## config.mk

```make
export PLATFORM = sky130hd
export DESIGN_NAME = ahb_rr_arbiter
export DESIGN_NICKNAME = d
export VERILOG_FILES = /design/src/rtl/ahb_rr_arbiter.sv
export SDC_FILE = /design/constraint.sdc
export NUM_CORES = 1
export LEC_CHECK = 0
export BUFFER_PORTS_ARGS = -buffer_cell sky130_fd_sc_hd__buf_2
export CAP_MARGIN = 20
export CORE_ASPECT_RATIO = 0.9
export CORE_MARGIN = 2
export CORE_UTILIZATION = 57
export DETAILED_ROUTE_END_ITERATION = 7
export PLACE_DENSITY = 0.89
export RECOVER_POWER = 100
export SLEW_MARGIN = 40
export SYNTH_ARGS = -nofsm -noshare
export SYNTH_HDL_FRONTEND = slang
export SYNTH_SLANG_ARGS = --single-unit
```

## constraint.sdc

```tcl
create_clock -name HCLK -period 5.8 [get_ports HCLK]
set_input_delay 0.58 -clock HCLK [delete_from_list [all_inputs] [get_ports HCLK]]
set_output_delay 0.58 -clock HCLK [all_outputs]
set_load 0.005 [all_outputs]
```

## src/rtl/ahb_rr_arbiter.sv

```systemverilog
// AHB bus arbiter: round-robin or fixed-priority grant with lock hold and split masking.
// Optional split support is compiled in with `define AHB_ARB_SPLIT_EN.
module ahb_rr_arbiter #(
  parameter int unsigned NUM_MASTERS    = 16,
  parameter int unsigned DEFAULT_MASTER = 0,
  parameter int unsigned RR_MODE        = 1
) (
  input  logic                   HCLK,
  input  logic                   HRESET,
  input  logic [NUM_MASTERS-1:0] HBUSREQx,
  input  logic [NUM_MASTERS-1:0] HLOCKx,
  input  logic [NUM_MASTERS-1:0] HSPLIT,
  input  logic [1:0]             HRESP,
  input  logic                   HREADY,
  output logic [NUM_MASTERS-1:0] HGRANTx,
  output logic [3:0]             HMASTER,
  output logic                   HMASTLOCK
);

  localparam int unsigned IW = (NUM_MASTERS > 1) ? $clog2(NUM_MASTERS) : 1;
  localparam logic [IW-1:0] DEF_IDX = IW'(DEFAULT_MASTER);
  localparam logic [NUM_MASTERS-1:0] DEF_GNT = NUM_MASTERS'(1) << DEFAULT_MASTER;
  localparam logic [1:0] RESP_SPLIT = 2'b11;

  logic [IW-1:0]          gnt_idx;
  logic [IW-1:0]          mst_idx;
  logic [IW-1:0]          last_winner;
  logic [NUM_MASTERS-1:0] split_mask;
  logic [NUM_MASTERS-1:0] eligible;
  logic [IW-1:0]          win_idx;
  logic [IW-1:0]          ci;
  logic                   win_found;
  logic                   arb_en;

  // k-th candidate in search order; round-robin starts just past the last winner
  function automatic logic [IW-1:0] cand(input logic [IW-1:0] lw, input int unsigned k);
    int unsigned c;
    c = (RR_MODE != 0) ? 32'(lw) + 32'd1 + k : k;
    if (c >= NUM_MASTERS) c = c - NUM_MASTERS;
    return IW'(c);
  endfunction

  assign eligible = HBUSREQx & ~split_mask;
  // A split-masked owner loses its lock hold so the bus can move on
  assign arb_en   = HREADY && (!HLOCKx[gnt_idx] || split_mask[gnt_idx]);
  assign HMASTER  = 4'(mst_idx);

  always_comb begin
    win_found = 1'b0;
    win_idx   = DEF_IDX;
    ci        = '0;
    for (int unsigned k = 0; k < NUM_MASTERS; k++) begin
      ci = cand(last_winner, k);
      if (!win_found && eligible[ci]) begin
        win_found = 1'b1;
        win_idx   = ci;
      end
    end
  end

  always_ff @(posedge HCLK) begin
    if (HRESET) begin
      HGRANTx     <= DEF_GNT;
      gnt_idx     <= DEF_IDX;
      mst_idx     <= DEF_IDX;
      HMASTLOCK   <= 1'b0;
      last_winner <= DEF_IDX;
    end else begin
      if (arb_en) begin
        HGRANTx <= NUM_MASTERS'(1) << win_idx;
        gnt_idx <= win_idx;
        if (win_found) last_winner <= win_idx;
      end
      // Address phase follows the grant by one ready cycle
      if (HREADY) begin
        mst_idx   <= gnt_idx;
        HMASTLOCK <= HLOCKx[gnt_idx];
      end
    end
  end

`ifdef AHB_ARB_SPLIT_EN
  logic [NUM_MASTERS-1:0] split_set;

  assign split_set = (HRESP == RESP_SPLIT && !HREADY) ? NUM_MASTERS'(1) << mst_idx
                                                      : '0;

  // Set is ORed in after the clear so a same-cycle set wins
  always_ff @(posedge HCLK) begin
    if (HRESET) split_mask <= '0;
    else        split_mask <= (split_mask & ~HSPLIT) | split_set;
  end
`else
  logic unused_split;

  assign split_mask   = '0;
  assign unused_split = ^{HSPLIT, HRESP, RESP_SPLIT};
`endif

endmodule

```

==> flow_summary.toml <==
[routing]
drtIter0Drc = 547
dr.pass1.iters = 6
drt-total-wl_um = 11400
drc = 0
ant_nets = 0
wl_per_cell_um = 19.6
vias = 3918
vias_per_cell = 6.76

[die]
core_area_um2 = 6520
fp-row-count = 28
die_y_um = 81.4
dieArea_um2 = 7330
io-pin-count = 74
fp.dieW_um = 90.0
initial_core_util_pct = 58.3

[setup_path]
r2r_start = "last_winner[0]"
end_kind = "register"
critPathMaxFanout = 23
setup.worst_path.start = "last_winner[0]"
crit_type = "reg2reg"
worst-endpoint-arrival_ns = 5.47
required_ns = 5.94
critPathLaunchType = "register"

[grt]
grt_max_degree = 24
grt.total_usage_pct = 30.1
overflow = 0
grt_pass1_vias = 3531
antenna_found_initial = 0
grt_pass1_wl_um = 17700

[timing]
fmax_mhz = 188
setup_viol = 0
slew_headroom_pct = 34.8
tightest_slew_ns = 0.979
min_period_ns = 5.33
final.setup.tns_ns = 0
hold_viol_final = 0
final.period_utilization_pct = 91.9
skew_ns = 0.00943
slew_viol_final = 0
grt_setup_unrepaired = "false"

[run_status]
status = "finished clean"

[synth]
synthXorXnorAreaFrac_pct = 3.56
synth-main-ff-cell = "dfxtp_1"
syn_avg_cell_area_um2 = 8.51
synth-simple-area-share_pct = 22.9
yosysTopAreaCellShare_pct = 15.4
ys_top_cells_by_area = "mux4_2, dfxtp_1, mux2i_1"
muxShareOfSynthArea_pct = 25.7
syn-instance-count = 446
ys.warnings.count = 0
synth_top_family_by_area = "compound AO/OA/AOI/OAI gates"
ys_seq_area_share_pct = 15.3
synth_edf_count = 0
synth_fa_ha_area_share_pct = 0.659
ys_seq_elements = 29
synth_area_leader_cell = "mux4_2"
syn-num-nets = 501
synth_compound_area_share_pct = 26.4
async_flop_share_pct = 0
netlist_area_um2 = 3800
netlist-cell-type-count = 84

[clock_network]
clkLatencyLatePin_ns = 0.28
ctsHoldBuffers = 0
cts_tree = "yes"
cts_resized = 0
cts_made_buffers = 5
cts.sinks = 29
clk_pin_slew_ns = 0.07
cts_max_level = 2
cts.path.max_buffers = 2
cts_setup_buffers = 0
root_buffer = "clkbuf_8"

[placed_design]
dpl-instance-area_um2 = 4100
hpwl_um = 8790
place.gp.congestion = 0.982
port_buffers = 55

[finish]
area.growth.synth_to_final_pct = 10.4
layout_commonest_cell = "nor2_1"
final_area_um2 = 4190
nets = 544
multi_input_area_um2 = 3010
antennaDiodeCount = 0
drive_gt1_share_pct = 24.1
seq_area_um2 = 581
final_core_util_pct = 64.3
fillers = 567
layout_common_cells = "nor2_1, nand2_1, buf_2"

[worst_hold_path]
hp-class = "reg2reg"
holdCritStartpoint = "HGRANTx[15]"

[flow_run]
maxCapViolations = 0
## cells in the mapped netlist, types with 5 or more instances
cell type / instances
clkbuf_1: 15
dfxtp_1: 29
o21ai_1: 9
buf_2: 7
o21a_1: 5
o21ai_0: 15
nor2_1: 48
and2_1: 10
nand2_1: 39
nand3_1: 12
inv_1: 17
mux4_2: 26
o211ai_1: 8
nor3_1: 8
a21oi_1: 32
a211oi_1: 6
mux2i_1: 20
a22oi_1: 9
nand2b_1: 11
mux2_2: 16
## sequential cells by signal (all words and copies together), names as in the netlist
signal       count
last_winner      4
HMASTLOCK        1
HMASTER          4
HGRANTx         16
gnt_idx          4
## metal layers
metal	wire length, um	global-route usage [%]	up-vias
li1	-	-	1797
met1	4790	40.9	1882
met2	5380	49.1	208
met3	1010	8.44	31
met4	215	5.38	0
met5	0	0	-
## metrics by stage
step | setup slack (ns) | cells | hold slack (ns)
floorplan | 1.57 | 446 | 0.442
global placement | 0.936 | 572 | 0.431
detailed placement | 0.815 | 572 | 0.438
CTS | 0.774 | 580 | 0.451
global route | 0.181 | 580 | 0.474
finish | 0.469 | 580 | 0.450
## cell families (layout without fill, tap and decap cells)
family                     Yosys count  count (layout)
and+or+nand+nor                    162             162
AOI/OAI and AO/OA                  137             137
muxes                               63              63
buffers and inverters               44              88
DFF                                 29              29
xor gates and xnor gates             9               9
adders and majority gates            2               2
## worst max-delay path, stage by stage, from the launching register on
cell and delay [ns]:
dfxtp_1 0.68, inv_1 0.08, clkbuf_2 0.30, ha_1 0.37
buf_4 0.23, inv_1 0.30, a31oi_4 0.14, xnor2_2 0.34
mux4_2 0.66, nor3_4 0.31, nor4b_4 0.47, nand3_1 0.27
nor3_1 0.44, a21oi_1 0.08, nor3b_4 0.20, a32oi_1 0.23
nor2_1 0.06
## final cells by class
class,instances,share of cell area [%]
Timing Repair Buffer,63,7.32
Clock inverter,1,0.717
Clock buffer,7,2.06
Sequential cell,29,13.9
Tap cell,90,2.69
Multi-Input combinational cell,373,71.8
Inverter,17,1.52
## final timing paths
check             slack, ns          end  cells after the start
hold / removal         0.45  HGRANTx[15]                      2
hold reg to reg        0.45  HGRANTx[15]                      2
setup / recovery       0.47  HGRANTx[13]                     16
setup reg to reg       0.47  HGRANTx[13]                     16
Power is left out: the tool's default activity adds up to more than one toggle a clock period on the data nets, which glitch-free logic cannot reach.
